--- config.mk ---
export PLATFORM = sky130hd
export DESIGN_NAME = hub75_bcm_scan_flat
export DESIGN_NICKNAME = d
export VERILOG_FILES = /design/src/rtl/hub75_bcm_scan_if.sv /design/src/rtl/hub75_bcm_scan.sv /design/src/flat_wrapper.sv
export SDC_FILE = /design/constraint.sdc
export NUM_CORES = 1
export LEC_CHECK = 0
export ABC_CLOCK_PERIOD_IN_PS = 5900
export BUFFER_PORTS_ARGS = -buffer_cell sky130_fd_sc_hd__buf_2
export CAP_MARGIN = 20
export CORE_MARGIN = 3
export CORE_UTILIZATION = 56
export CTS_BUF_LIST = sky130_fd_sc_hd__clkbuf_2 sky130_fd_sc_hd__clkbuf_4 sky130_fd_sc_hd__clkbuf_8
export DETAILED_ROUTE_END_ITERATION = 10
export GPL_ROUTABILITY_DRIVEN = 0
export PLACE_DENSITY = 0.92
export SYNTH_ARGS = -nofsm -noshare
export SYNTH_HDL_FRONTEND = slang
export SYNTH_SLANG_ARGS = --single-unit
export TNS_END_PERCENT = 20
--- constraint.sdc ---
create_clock -name clock -period 5.9 [get_ports clock]
set_input_delay 0.295 -clock clock [delete_from_list [all_inputs] [get_ports clock]]
set_output_delay 0.295 -clock clock [all_outputs]
set_load 0.03 [all_outputs]
--- src/rtl/hub75_bcm_scan_if.sv ---
// HUB75 panel bus: pixel-fetch port toward the frame store plus the panel pins.
// The scanner drives through master; the frame store and panel side use slave.
interface hub75_bcm_scan_if #(
    parameter int COLS     = 64,
    parameter int ROW_BITS = 5,
    parameter int DEPTH    = 4
);
    localparam int CW = $clog2(COLS);

    logic [3*DEPTH-1:0] rgb1;
    logic [3*DEPTH-1:0] rgb2;
    logic [CW-1:0]       rd_col;
    logic [ROW_BITS-1:0] rd_row;
    logic [ROW_BITS-1:0] row_addr;
    logic CLK;
    logic LAT;
    logic OE;
    logic R1;
    logic G1;
    logic B1;
    logic R2;
    logic G2;
    logic B2;

    modport master (
        input  rgb1, rgb2,
        output rd_col, rd_row, row_addr, CLK, LAT, OE, R1, G1, B1, R2, G2, B2
    );

    modport slave (
        output rgb1, rgb2,
        input  rd_col, rd_row, row_addr, CLK, LAT, OE, R1, G1, B1, R2, G2, B2
    );
endinterface

--- src/rtl/hub75_bcm_scan.sv ---
// HUB75 scan controller with binary-coded modulation: shifts one bit plane of a
// row pair, latches it, then lights it for BASE_ON<<plane cycles.
//
// state    | meaning
// IDLE     | panel blanked, waiting for enable
// SHIFT_LO | CLK low, capture next pixel bit onto data pins
// SHIFT_HI | CLK high, panel samples data pins
// BLANK    | one guard cycle after the last shift clock
// LATCH    | LAT high, row address presented
// DISPLAY  | OE low for the plane's weighted on-time
module hub75_bcm_scan #(
    parameter int COLS     = 64,
    parameter int ROW_BITS = 5,
    parameter int DEPTH    = 4,
    parameter int BASE_ON  = 8
) (
    input  logic clock,
    input  logic reset,
    input  logic enable,
    output logic frame_start,
    hub75_bcm_scan_if.master bus
);
    localparam int CW     = $clog2(COLS);
    localparam int PW     = (DEPTH > 1) ? $clog2(DEPTH) : 1;
    localparam int IW     = $clog2(3 * DEPTH);
    localparam int MAX_ON = BASE_ON << (DEPTH - 1);
    localparam int TW     = $clog2(MAX_ON) + 1;

    typedef enum logic [2:0] {IDLE, SHIFT_LO, SHIFT_HI, BLANK, LATCH, DISPLAY} state_t;

    state_t              state;
    state_t              state_nxt;
    logic [CW-1:0]       col;
    logic [PW-1:0]       plane;
    logic [ROW_BITS-1:0] row;
    logic [TW-1:0]       on_cnt;
    logic                last_col;
    logic                last_plane;
    logic                on_done;
    logic [IW-1:0]       idx_r;
    logic [IW-1:0]       idx_g;
    logic [IW-1:0]       idx_b;

    assign last_col   = (col == CW'(COLS - 1));
    assign last_plane = (plane == PW'(DEPTH - 1));
    assign on_done    = (on_cnt == '0);

    // Bit `plane` of the R, G and B fields inside the packed pixel word.
    assign idx_b = IW'(plane);
    assign idx_g = IW'(DEPTH) + IW'(plane);
    assign idx_r = IW'(2 * DEPTH) + IW'(plane);

    assign bus.rd_col = col;
    assign bus.rd_row = row;

    always_ff @(posedge clock) begin
        if (reset) state <= IDLE;
        else       state <= state_nxt;
    end

    always_comb begin
        state_nxt = state;
        case (state)
            IDLE:     if (enable) state_nxt = SHIFT_LO;
            SHIFT_LO: state_nxt = SHIFT_HI;
            SHIFT_HI: state_nxt = last_col ? BLANK : SHIFT_LO;
            BLANK:    state_nxt = LATCH;
            LATCH:    state_nxt = DISPLAY;
            DISPLAY:  if (on_done) state_nxt = enable ? SHIFT_LO : IDLE;
            default:  state_nxt = IDLE;
        endcase
    end

    always_comb begin
        bus.CLK     = 1'b0;
        bus.LAT     = 1'b0;
        bus.OE      = 1'b1;
        frame_start = 1'b0;
        case (state)
            SHIFT_LO: frame_start = (col == '0) && (plane == '0) && (row == '0);
            SHIFT_HI: bus.CLK = 1'b1;
            LATCH:    bus.LAT = 1'b1;
            DISPLAY:  bus.OE  = 1'b0;
            default:  ;
        endcase
    end

    always_ff @(posedge clock) begin
        if (reset) begin
            col          <= '0;
            plane        <= '0;
            row          <= '0;
            on_cnt       <= '0;
            bus.row_addr <= '0;
            bus.R1       <= 1'b0;
            bus.G1       <= 1'b0;
            bus.B1       <= 1'b0;
            bus.R2       <= 1'b0;
            bus.G2       <= 1'b0;
            bus.B2       <= 1'b0;
        end else begin
            case (state)
                IDLE: begin
                    if (enable) begin
                        col   <= '0;
                        plane <= '0;
                        row   <= '0;
                    end
                end
                SHIFT_LO: begin
                    bus.R1 <= bus.rgb1[idx_r];
                    bus.G1 <= bus.rgb1[idx_g];
                    bus.B1 <= bus.rgb1[idx_b];
                    bus.R2 <= bus.rgb2[idx_r];
                    bus.G2 <= bus.rgb2[idx_g];
                    bus.B2 <= bus.rgb2[idx_b];
                end
                SHIFT_HI: if (!last_col) col <= col + 1'b1;
                // Address moves on entry to LATCH so it only changes while blanked.
                BLANK:    bus.row_addr <= row;
                LATCH:    on_cnt <= TW'((BASE_ON << plane) - 1);
                DISPLAY: begin
                    if (!on_done) begin
                        on_cnt <= on_cnt - 1'b1;
                    end else begin
                        col <= '0;
                        if (last_plane) begin
                            plane <= '0;
                            row   <= row + 1'b1;
                        end else begin
                            plane <= plane + 1'b1;
                        end
                    end
                end
                default: ;
            endcase
        end
    end
endmodule

--- src/flat_wrapper.sv ---
// flat-port wrapper written by rule: the top's interface ports become plain ports
module hub75_bcm_scan_flat 
#(
    parameter int COLS     = 64,
    parameter int ROW_BITS = 5,
    parameter int DEPTH    = 4,
    parameter int BASE_ON  = 8
)
  (clock, reset, enable, frame_start, bus_rgb1, bus_rgb2, bus_rd_col, bus_rd_row, bus_row_addr, bus_CLK, bus_LAT, bus_OE, bus_R1, bus_G1, bus_B1, bus_R2, bus_G2, bus_B2);
  hub75_bcm_scan_if #(.COLS(COLS), .ROW_BITS(ROW_BITS), .DEPTH(DEPTH)) bus_i ();
  input  logic clock;
  input  logic reset;
  input  logic enable;
  output logic frame_start;
  input wire logic [$bits(bus_i.rgb1)-1:0] bus_rgb1;
  input wire logic [$bits(bus_i.rgb2)-1:0] bus_rgb2;
  output wire logic [$bits(bus_i.rd_col)-1:0] bus_rd_col;
  output wire logic [$bits(bus_i.rd_row)-1:0] bus_rd_row;
  output wire logic [$bits(bus_i.row_addr)-1:0] bus_row_addr;
  output wire logic [$bits(bus_i.CLK)-1:0] bus_CLK;
  output wire logic [$bits(bus_i.LAT)-1:0] bus_LAT;
  output wire logic [$bits(bus_i.OE)-1:0] bus_OE;
  output wire logic [$bits(bus_i.R1)-1:0] bus_R1;
  output wire logic [$bits(bus_i.G1)-1:0] bus_G1;
  output wire logic [$bits(bus_i.B1)-1:0] bus_B1;
  output wire logic [$bits(bus_i.R2)-1:0] bus_R2;
  output wire logic [$bits(bus_i.G2)-1:0] bus_G2;
  output wire logic [$bits(bus_i.B2)-1:0] bus_B2;
  assign bus_i.rgb1 = bus_rgb1;
  assign bus_i.rgb2 = bus_rgb2;
  assign bus_rd_col = bus_i.rd_col;
  assign bus_rd_row = bus_i.rd_row;
  assign bus_row_addr = bus_i.row_addr;
  assign bus_CLK = bus_i.CLK;
  assign bus_LAT = bus_i.LAT;
  assign bus_OE = bus_i.OE;
  assign bus_R1 = bus_i.R1;
  assign bus_G1 = bus_i.G1;
  assign bus_B1 = bus_i.B1;
  assign bus_R2 = bus_i.R2;
  assign bus_G2 = bus_i.G2;
  assign bus_B2 = bus_i.B2;
  hub75_bcm_scan #(.COLS(COLS), .ROW_BITS(ROW_BITS), .DEPTH(DEPTH), .BASE_ON(BASE_ON)) u_core (.clock(clock), .reset(reset), .enable(enable), .frame_start(frame_start), .bus(bus_i));
endmodule
# --- Word-level counts from Yosys, hierarchy flattened ---
# Cells that the tools add are included.
op_classes:
  n_reduce_logical: 15
  n_lt_le_gt_ge: 3
  n_addsub: 7
  mux: 35
  n_eq_ne: 12
  n_shift: 1
op_table:
  columns: ["op", "count"]
  rows:
  - ["$mux W6", 3]
  - ["$pmux W3 S6", 1]
  - ["$pmux W6 S3", 1]
  - ["$bmux W1 S4", 4]
  - ["$mux W5", 3]
  - ["$pmux W7 S2", 1]
  - ["$mux W1", 11]
  - ["$lt A4 B5 Y1 const B", 2]
  - ["$pmux W5 S2", 1]
  - ["$mux W2", 4]
  - ["$reduce_and A4 Y1", 2]
  - ["$logic_not A7 Y1", 1]
  - ["$mux W7", 1]
  - ["$shl A4 B2 Y7 const A", 1]
  - ["$sub A7 B1 Y7 const B", 1]
  - ["$sub A7 B2 Y7 const B", 1]
  - ["$add A6 B1 Y6 const B", 1]
  - ["$eq A3 B2 Y1 const B", 2]
  - ["$eq A3 B3 Y1 const B", 2]
  - ["$eq A6 B6 Y1 const B", 1]
  - ["$logic_not A6 Y1", 1]
  - ["$mux W3", 2]
  - ["$ne A2 B2 Y1 const B", 3]
  - ["$add A5 B1 Y5 const B", 1]
  - ["other kinds (17)", 22]
totals:
  out_inout_bits: 26
  ff_bits: 34

# --- Longest topological paths before layout ---
# Gate-level depths: netlist of the first run.
logic_depth:
  ltp_word: 4
  mapped_depth: 7
  mapped_depth_nobuf: 6

# --- Worst setup path after synthesis of the first run ---
# No wires, ideal clock.
synth_timing:
  path_kind: "register to output"
  from: "reg u_core.state[0]"
  to: "out frame_start"
  t_arrival_ps: 1915
  path_stages_with_launch: 5
  required_time_ps: 5605
  slack_ps: 3690
  n_path_buf: 0
  path_cell_list: "dfxtp_1 > inv_1 > nor3_1 > nand2_1 > nor4_1"
synth_between:
  elab_chain_cells: 2
synth_lines:
  columns: ["item", "line", "text"]
  rows:
  - ["from (decl)", "hub75_bcm_scan.sv:31", "state_t state;"]
  - ["from (signal assigned)", "hub75_bcm_scan.sv:58", "else state <= state_nxt;"]
  - ["$eq A3 B1 Y1", "hub75_bcm_scan.sv:79", "case (state)"]
  - ["$mux W1", "hub75_bcm_scan.sv:79", null]
  - ["to (decl)", "flat_wrapper.sv:14", "output logic frame_start;"]
# No other way between the ends.

# --- Final worst setup path of the first run ---
# Ends and elaborated chain as after synthesis.

==> run metrics, run 1 <==
CTS sink cnt 34; CTS Buffer Depth 2; DR iter-0 viols 223; RSZ-0062 raised after global routing no; Final #Nets 307; Peak VDD IR 0.169 mV; relative slew slack 0.409; Final Cell Area 2260 µm²; cells on worst reg2reg path 6; adder-cell share of the synthesized area 0.0583; Synth Area in Simple Gates 0.251; first-pass GRT wire length 7910 µm; Worst setup SP type flip-flop; critical path class reg2out; Pins Over Slew Limit 0; Reg2Reg Capture Point u_core.bus.rd_col[5]$_SDFFE_PP0P_; Hold EP u_core.state[0]$_SDFFE_PP0P_; Synth Area in Compound Gates 0.171; Die W 64.8 µm; routed length per instance 15.4 µm; Hold Path Depth 3; # DRC 0; initial core utilization 0.608; Power Total 444 µW; crit-path max FO 15; syn nets 260; post-synthesis xor/xnor area fraction 0.0181; cts hold-fix bufs 0; Final Skew 9.60 ps; Detail Route Antenna Nets 0; largest area contributor in the netlist dfxtp_1; Post-CTS Setup Inserts 0; crit path DAT 2510 ps; core area 3180 µm²; final worst path period share 0.476; Slowest cell on crit path nor3_1; commonest cells in the netlist dfxtp_1, nand2_1, a21oi_1; hold path start enable; most numerous cell in the Yosys netlist dfxtp_1; largest family of logic cells by synthesized area simple AND/OR/NAND/NOR gates; Ys Warns 0; Final Hold Vio Count 0; vias per cell 5.97; CTS clk-pin slew, worst paths 90 ps; async set-reset flop share out of synthesis 0; fraction of layout cells with a size suffix above 1 0.265; CTS root buf clkbuf_4; FILL cells 279; TritonRoute pass-1 iters 4; fin crit period 2810 ps; Reg-to-Reg Start u_core.on_cnt[0]$_SDFFE_PP0P_; sequential area share after synthesis 0.352; Pwr Density 196 nW/µm²; mux cell area share after synthesis 0.0958; final setup fails 0; GR Util All Layers 0.248; overall die height 64.8 µm; post-route non-filler standard cell count 316; pin count of the biggest net entering global routing 37; Critical Path Max Stage Delay 760 ps; die footprint 4190 µm²; P&R area growth vs syn 17.2%; Routed Wire Length 4850 µm; number of synthesized flops with an enable pin 0; Synth Instances 224; I/O Pins 53; H-tree Lvls 2; TritonCTS Buffers 5; Synth top area share 0.352; Area contributors post-synth dfxtp_1, mux4_2, a21oi_1, ha_1, nand2_1; crit-path leading delay family simple AND/OR/NAND/NOR gates; Skew-Pair Late Insertion Delay 340 ps; Tightest Hold Check Type in2reg; crit end category output pin; Cell variety after synth 47; # diodes 0; CP required 5610 ps; Placed Instances 308; CP Buf/Inv Count 2; status finished clean; post-synthesis cell area 1930 µm²; IO buf count 52; grt total ovfl 0; syn_area_per_cell 8.63 µm²; Rows 20; vias in the first global route 1693; Cell Chain, Critical Path inv_1 -> nor3_1 -> nand2_1 -> nor4_1 -> buf_2; most common flop cell mapped by yosys dfxtp_1; Multi-input gate area 1150 µm²; TNS Setup 0 ps; Post-CTS Resized 0; initial antenna violation count 0; f_max 356 MHz; Post-DP Area 2200 µm²; R2R setup slack 3830 ps; CTS tree yes; Final HPWL DP 3610 µm; register area 681 µm²; via count 1887; total of max-cap violations 0; Leakage 0.937 nW; post-synthesis register bit count 34; Worst-Margin Slew 880 ps
worst reg2reg max path, stage by stage, from the launching register on:
cell	delay, ps
dfxtp_1	350
inv_1	120
ha_1	200
or4b_4	520
or3_1	420
nand2_1	200
a221oi_1	120
through the flow:
stage	worst slack (ps)	utilization	hold slack (ps)
after floorplan	3690	-	476
after global placement	3610	0.693	439
after detailed placement	3500	0.693	443
after CTS	3130	0.713	310
after global routing	2870	0.713	344
final	3090	0.713	302
cell type report:
class,count,share of cell area
clock buffers,7,0.0260
clock inverters,1,0.00221
inverters,15,0.0249
multi-input cells,163,0.507
flip-flops and latches,34,0.301
well taps,44,0.0243
repair buffers,52,0.115
worst max path at each step:
stage                                            start     endpoint  slack (ps)  cells after the start
after floorplan           u_core.state[0]$_SDFFE_PP0P_  frame_start        3690                      4
after global placement    u_core.state[0]$_SDFFE_PP0P_  frame_start        3610                      5
after detailed placement  u_core.state[0]$_SDFFE_PP0P_  frame_start        3500                      5
after CTS                 u_core.state[0]$_SDFFE_PP0P_  frame_start        3130                      5
after global routing      u_core.state[0]$_SDFFE_PP0P_  frame_start        2870                      5
final                     u_core.state[0]$_SDFFE_PP0P_  frame_start        3090                      5
flip-flops by register name, summed over array words and instances (netlist names):
register and cells:
u_core.bus.B1 1, u_core.bus.row_addr 5, u_core.state 3, u_core.bus.B2 1, u_core.bus.rd_col 6, u_core.bus.rd_row 5, u_core.on_cnt 7, u_core.bus.R2 1
u_core.bus.G1 1, u_core.bus.G2 1, u_core.plane 2, u_core.bus.R1 1
cells by family after synthesis:
group	after synthesis
buffers and inverters	27
XOR/XNOR	4
adder cells (fa/ha/maj)	9
flip-flops	34
AND/OR/NAND/NOR	87
AO/OA/AOI/OAI	52
multiplexers	11
routing by layer:
metal | GRT usage | wire (µm) | vias up
met5 | 0 | 0 | -
met4 | 0.103 | 89 | 0
met3 | 0.0728 | 305 | 11
met2 | 0.402 | 2450 | 74
met1 | 0.306 | 2010 | 885
li1 | - | - | 917
power by group:
part / switching (mW) / internal (mW) / leakage, nW
clock network: 0.0781 / 0.0623 / 0.0387
logic: 0.0391 / 0.0242 / 0.623
registers: 0.00630 / 0.234 / 0.275
total: 0.123 / 0.321 / 0.937
cells in the final DEF (no fill, tap or decap), drive strengths merged, types with 2 or more instances in the layout:
master,Yosys,final
nand3,7,7
or2,2,2
nor4,5,5
buf,3,52
nand2,24,24
nand4,5,5
dfxtp,34,34
and3,2,2
nor4b,3,3
a311oi,2,2
mux4,6,6
o21a,3,3
o211ai,2,2
or3,5,5
nand2b,2,2
xnor2,2,2
a221oi,4,4
nand3b,3,3
o21ai,8,8
or3b,2,2
inv,15,15
ha,9,9
nor3,4,4
mux2i,5,5
nor2,17,17
a21oi,23,23
clkbuf,9,7
a31oi,2,2
xor2,2,2
a211oi,2,2
Power figures use the tool's default switching activity.
==> run 2, diff against run 1 <==
--- a/config.mk
+++ b/config.mk
@@ -5,15 +5,15 @@
 export SDC_FILE = /design/constraint.sdc
 export NUM_CORES = 1
 export LEC_CHECK = 0
-export ABC_CLOCK_PERIOD_IN_PS = 5900
+export ABC_CLOCK_PERIOD_IN_PS = 2900
 export BUFFER_PORTS_ARGS = -buffer_cell sky130_fd_sc_hd__buf_2
 export CAP_MARGIN = 20
 export CORE_MARGIN = 3
-export CORE_UTILIZATION = 56
+export CORE_UTILIZATION = 54
 export CTS_BUF_LIST = sky130_fd_sc_hd__clkbuf_2 sky130_fd_sc_hd__clkbuf_4 sky130_fd_sc_hd__clkbuf_8
 export DETAILED_ROUTE_END_ITERATION = 10
 export GPL_ROUTABILITY_DRIVEN = 0
-export PLACE_DENSITY = 0.92
+export PLACE_DENSITY = 0.89
 export SYNTH_ARGS = -nofsm -noshare
 export SYNTH_HDL_FRONTEND = slang
 export SYNTH_SLANG_ARGS = --single-unit
==> constraint.sdc (replaced) <==
create_clock -name clock -period 2.9 [get_ports clock]
set_input_delay 0.145 -clock clock [delete_from_list [all_inputs] [get_ports clock]]
set_output_delay 0.145 -clock clock [all_outputs]
set_load 0.03 [all_outputs]
==> run 2 against run 1 <==
First-iteration DRC count fell by 31%; sequential share of layout area is 0.13 points lower; critical path depth is the same; clock-buffer cell count unchanged; non-clock buffer count rose by 1; global-route usage decreased by 1.7 points; critical path type unchanged.
==> run metrics, run 2 (synthesis gave the netlist of run 1 again) <==
total of max-cap violations 0 (unchanged); crit-path max FO 15 (unchanged); Worst setup SP type flip-flop (unchanged); most frequent cells in the layout buf_2, dfxtp_1, nand2_1 (unchanged); CTS root buf clkbuf_4 (unchanged); FILL cells 273 (was 279); I/O Pins 53 (unchanged); pin count of the biggest net entering global routing 37 (unchanged); Biggest register u_core.on_cnt (unchanged); Die W 65.8 µm (was 64.8 µm); CTS clk-pin slew, worst paths 100 ps (was 90 ps); Final HPWL DP 3480 µm (was 3610 µm); core area 3390 µm² (was 3180 µm²); TritonRoute pass-1 iters 4 (unchanged); cts hold-fix bufs 0 (unchanged); vias in the first global route 1633 (was 1693); CTS sink cnt 34 (unchanged); critical path class reg2out (unchanged); NetSw 248 µW (was 123 µW); overall die height 65.8 µm (was 64.8 µm); Power Total 902 µW (was 444 µW); f_max 471 MHz; P&R area growth vs syn 17.7% (was 17.2%); DR iter-0 viols 153 (was 223); initial antenna violation count 0 (unchanged); Post-CTS Setup Inserts 0 (unchanged); Rows 21 (was 20); hold path start enable (unchanged); via count 1876 (was 1887); Pins Over Slew Limit 0 (unchanged); initial core utilization 0.570 (was 0.608); # DRC 0 (unchanged); Reg-to-Reg Start u_core.on_cnt[0]$_SDFFE_PP0P_ (unchanged); Final Hold Vio Count 0 (unchanged); vias per cell 5.88 (was 5.97); TNS Setup 0 ps (unchanged); Final Skew 6.85 ps (was 9.60 ps); first-pass GRT wire length 7760 µm (was 7910 µm); grt total ovfl 0 (unchanged); CTS Buffer Depth 2 (unchanged); Largest register FFs 7 (unchanged); # diodes 0 (unchanged); Tightest Hold Check Type in2reg (unchanged); crit end category output pin (unchanged); Leakage 0.942 nW (was 0.937 nW); WHS 129 ps (was 302 ps); CP required 2760 ps (was 5610 ps); Pwr Density 397 nW/µm² (was 196 nW/µm²); Comb pwr share 0.142 (about the same); status finished clean (unchanged); IO buf count 52 (unchanged); clock group share of total power 0.316 (about the same); die footprint 4330 µm² (was 4190 µm²); H-tree Lvls 2 (unchanged); Peak VDD IR 0.261 mV (was 0.169 mV); Detail Route Antenna Nets 0 (unchanged); Worst-Margin Slew 666 ps (was 880 ps); Net Sw Frac 0.275 (was 0.278); relative slew slack 0.555 (was 0.409); Crit. Startpoint u_core.state[0]$_SDFFE_PP0P_ (unchanged); R2R setup slack 780 ps (was 3830 ps); Post-CTS Resized 0 (unchanged); CTS tree yes (unchanged); Placed Instances 311 (was 308); Routed Wire Length 4680 µm (was 4850 µm); GR Util All Layers 0.231 (was 0.248); dpl ws 835 ps (was 3500 ps); crit path DAT 1980 ps (was 2510 ps); commonest non-fill, non-tap cell in the layout buf_2 (unchanged); Reg power frac 0.543 (was 0.541); TritonCTS Buffers 5 (unchanged); fraction of layout cells with a size suffix above 1 0.267 (was 0.265); Final #Nets 308 (was 307); RSZ-0062 raised after global routing no (unchanged); internal power 654 µW (was 321 µW); final setup fails 0 (unchanged); routed length per instance 14.7 µm (was 15.4 µm); worst setup margin 777 ps (was 3090 ps); fin crit period 2120 ps; final worst path period share 0.732; Skew-Pair Late Insertion Delay 340 ps (about the same); post-route non-filler standard cell count 319 (was 316)
[run 2: cell count changes in the layout (fill, tap and decap cells not counted), sizes merged]
| cell | previous run | this run |
|---|---|---|
| buf | 52 | 53 |
[run 2: final cells by class]
cell class / instances / area (µm²) / area share
well taps: 46 / 57.6 / 0.0253
clock inverters: 1 / 5.00 / 0.00220
clock buffers: 7 / 58.8 / 0.0259
multi-input cells: 163 / 1150 / 0.505
repair buffers: 53 / 268 / 0.118
flip-flops and latches: 34 / 681 / 0.299
inverters: 15 / 56.3 / 0.0248
[run 2: final timing paths]
path,cells past startpoint,to
worst max-delay path,5,frame_start
worst min-delay path,3,u_core.state[0]$_SDFFE_PP0P_
worst max register to register,6,u_core.bus.rd_col[5]$_SDFFE_PP0P_
worst min register to register,2,u_core.bus.B2$_SDFFE_PP0P_
[run 2: layer usage]
layer | wire (µm) | track usage | up-vias
li1 | - | - | 913
met1 | 1930 | 0.295 | 893
met2 | 2400 | 0.365 | 62
met3 | 285 | 0.0697 | 8
met4 | 59 | 0.0907 | 0
met5 | 0 | 0 | -
[run 2: power by group through the flow]
stage	sequential, mW	combinational (mW)	clock [mW]
floorplan	0.506	0.0782	0
global placement	0.500	0.124	0
detailed placement	0.500	0.127	0
CTS	0.489	0.128	0.289
global route	0.491	0.141	0.314
finish	0.490	0.128	0.285
[run 2: per-stage QoR]
| stage | utilization | instance area [µm²] |
|---|---|---|
| final | 0.671 | 2270 |
| after global routing | 0.671 | 2270 |
| after floorplan | - | 1930 |
| after CTS | 0.671 | 2270 |
| after detailed placement | 0.652 | 2210 |
| after global placement | 0.652 | 2210 |
[run 2: critical path, stage by stage, from the launching register on]
cell and delay [ps]:
dfxtp_1 620, inv_1 210, nor3_1 310, nand2_1 110
nor4_1 150, buf_2 240
==> run 3, diff against run 2 <==
--- a/config.mk
+++ b/config.mk
@@ -5,7 +5,7 @@
 export SDC_FILE = /design/constraint.sdc
 export NUM_CORES = 1
 export LEC_CHECK = 0
-export ABC_CLOCK_PERIOD_IN_PS = 2900
+export ABC_CLOCK_PERIOD_IN_PS = 1960
 export BUFFER_PORTS_ARGS = -buffer_cell sky130_fd_sc_hd__buf_2
 export CAP_MARGIN = 20
 export CORE_MARGIN = 3
==> constraint.sdc (replaced) <==
create_clock -name clock -period 1.96 [get_ports clock]
set_input_delay 0.098 -clock clock [delete_from_list [all_inputs] [get_ports clock]]
set_output_delay 0.098 -clock clock [all_outputs]
set_load 0.03 [all_outputs]
==> run 3 against run 2 <==
Via count increased by 4.8%; non-clock buffer count rose by 14; wire length increased by 9.3%; global-route usage rose by 2.3 points; hold slack got worse by 65 ps; clock-buffer cell count is 2 lower; sequential share of layout area is 2.1 points lower; cell count increased by 4.4%; sequential power increased by 47%; largest cell class unchanged; highest routed layer unchanged.
==> run metrics, run 3 (synthesis gave the netlist of run 1 again) <==
status finished clean (unchanged); Final Cell Area 2460 µm² (was 2270 µm²); Critical Path Max Stage Delay 520 ps (was 620 ps); I/O Pins 53 (unchanged); overall die height 65.8 µm (unchanged); critical path class reg2reg (was reg2out); Peak VDD IR 0.519 mV (was 0.261 mV); Final Hold Vio Count 0 (unchanged); Rows 21 (unchanged); CTS tree yes (unchanged); most frequent cells in the layout buf_2, dfxtp_1, nand2_1, a21oi_1, nor2_1 (was buf_2, dfxtp_1, nand2_1); crit path DAT 2160 ps (was 1980 ps); highest routed layer met4 (unchanged); Leakage 1.03 nW (was 0.942 nW); Worst setup SP type flip-flop (unchanged); Cell Chain, Critical Path inv_2 -> ha_4 -> or4b_4 -> or3_4 -> buf_4 -> nand3_1 -> a21oi_1 (was inv_1 -> nor3_1 -> nand2_1 -> nor4_1 -> buf_2); P&R area growth vs syn 27.1% (was 17.7%); fin crit period 1940 ps; Worst-Margin Slew 651 ps (was 666 ps); clock group share of total power 0.414 (was 0.316); crit-path leading delay family simple AND/OR/NAND/NOR gates (was flip-flops); CTS sink cnt 34 (unchanged); IO buf count 52 (unchanged); Detail Route Antenna Nets 0 (unchanged); met3 routed WL 337 µm (was 285 µm); TritonRoute pass-1 iters 4 (unchanged); Power Total 1.59 mW (was 902 µW); Biggest register u_core.on_cnt (unchanged); relative slew slack 0.566 (was 0.555); DR iter-0 viols 228 (was 153); Pwr Density 648 nW/µm² (was 397 nW/µm²); vias in the first global route 1809 (was 1633); Post-DP Area 2320 µm² (was 2210 µm²); H-tree Lvls 2 (unchanged); # DRC 0 (unchanged); Final HPWL DP 3730 µm (was 3480 µm); via count 1966 (was 1876); fraction of layout cells with a size suffix above 1 0.334 (was 0.267); total of max-cap violations 0 (unchanged); CTS Buffer Depth 2 (unchanged); TritonCTS Buffers 5 (unchanged); f_max 515 MHz; Routed Wire Length 5110 µm (was 4680 µm); initial core utilization 0.570 (unchanged); NetSw 400 µW (was 248 µW); Reg power frac 0.452 (was 0.543); CTS clk-pin slew, worst paths 110 ps (was 100 ps); # diodes 0 (unchanged); core area 3390 µm² (unchanged); die footprint 4330 µm² (unchanged); CP required 2170 ps (was 2760 ps); first-pass GRT wire length 8340 µm (was 7760 µm); Slowest cell on crit path or4b_4 (was dfxtp_1); grt total ovfl 0 (unchanged); DRT met1 WL 2030 µm (was 1930 µm); vias per cell 5.90 (was 5.88); wire length on met2 2530 µm (was 2400 µm); final setup fails 0 (unchanged); CTS root buf clkbuf_4 (unchanged); Final #Nets 322 (was 308); routed length per instance 15.3 µm (was 14.7 µm); internal power 1.19 mW (was 654 µW); Comb pwr share 0.134 (was 0.142); RSZ-0062 raised after global routing no (unchanged); final worst path period share 0.991; initial antenna violation count 0 (unchanged); GR Util All Layers 0.255 (was 0.231); crit end category flip-flop (was output pin); CP Buf/Inv Count 2 (unchanged); Pins Over Slew Limit 0 (unchanged); pin count of the biggest net entering global routing 37 (unchanged); crit-path max FO 5 (was 15); Tightest Hold Check Type in2reg (unchanged); Final Skew 3.83 ps (was 6.85 ps); Skew-Pair Late Insertion Delay 350 ps (was 340 ps); Die W 65.8 µm (unchanged); Net Sw Frac 0.252 (was 0.275); Largest register FFs 7 (unchanged); commonest non-fill, non-tap cell in the layout buf_2 (unchanged); Post-CTS Setup Inserts 0 (unchanged)
==> run 3: worst min-delay path, stage by stage <==
cell	delay [ps]
buf_2	130
nor2_1	100
a211oi_1	50
==> run 3: stage by stage <==
stage	util	std cells	hold slack [ps]	setup TNS (ps)	setup WS, ps
after CTS	0.719	333	52.5	0	10.4
final	0.725	333	64.0	0	18.4
after global placement	0.685	325	436	0	45.7
after floorplan	-	224	281	0	111
after global routing	0.725	333	42.9	0	7.87
after detailed placement	0.685	325	439	-72.4	-24.7
==> run 3: final cells by class <==
class	instances	area, µm²
Fill cell	232	933
Sequential cell	34	683
Multi-Input combinational cell	163	1180
Clock buffer	5	37.5
Inverter	15	56.3
Clock inverter	3	68.8
Tap cell	46	57.6
Timing Repair Buffer	67	375
==> run 3: what timing repair did <==
item | in CTS | in global routing
pin swaps | 0 | 2
setup endpoints to repair | 6 | 9
resized for setup | 5 | 6
hold buffers | 0 | 0
==> run 3: worst paths after layout <==
check	endpoint	slack, ps	depth (start not counted)	startpoint
worst min-delay path	u_core.state[0]$_SDFFE_PP0P_	60	3	enable
worst max-delay path	u_core.plane[1]$_SDFFE_PP0P_	20	7	u_core.on_cnt[1]$_SDFFE_PP0P_
worst max register to register	u_core.plane[1]$_SDFFE_PP0P_	20	7	u_core.on_cnt[1]$_SDFFE_PP0P_
worst min register to register	u_core.bus.R2$_SDFFE_PP0P_	460	2	u_core.bus.R2$_SDFFE_PP0P_
==> run 3: routing by layer <==
layer | vias to the layer above | track usage
met5 | - | 0
met4 | 0 | 0.140
met3 | 19 | 0.0748
met2 | 85 | 0.399
met1 | 917 | 0.312
li1 | 945 | -
==> run 3: power groups by stage <==
stage,registers [mW],logic [mW],clock network (mW)
floorplan,0.748,0.117,0
global placement,0.733,0.202,0
detailed placement,0.734,0.207,0
CTS,0.718,0.208,0.673
global route,0.722,0.232,0.705
finish,0.719,0.213,0.660
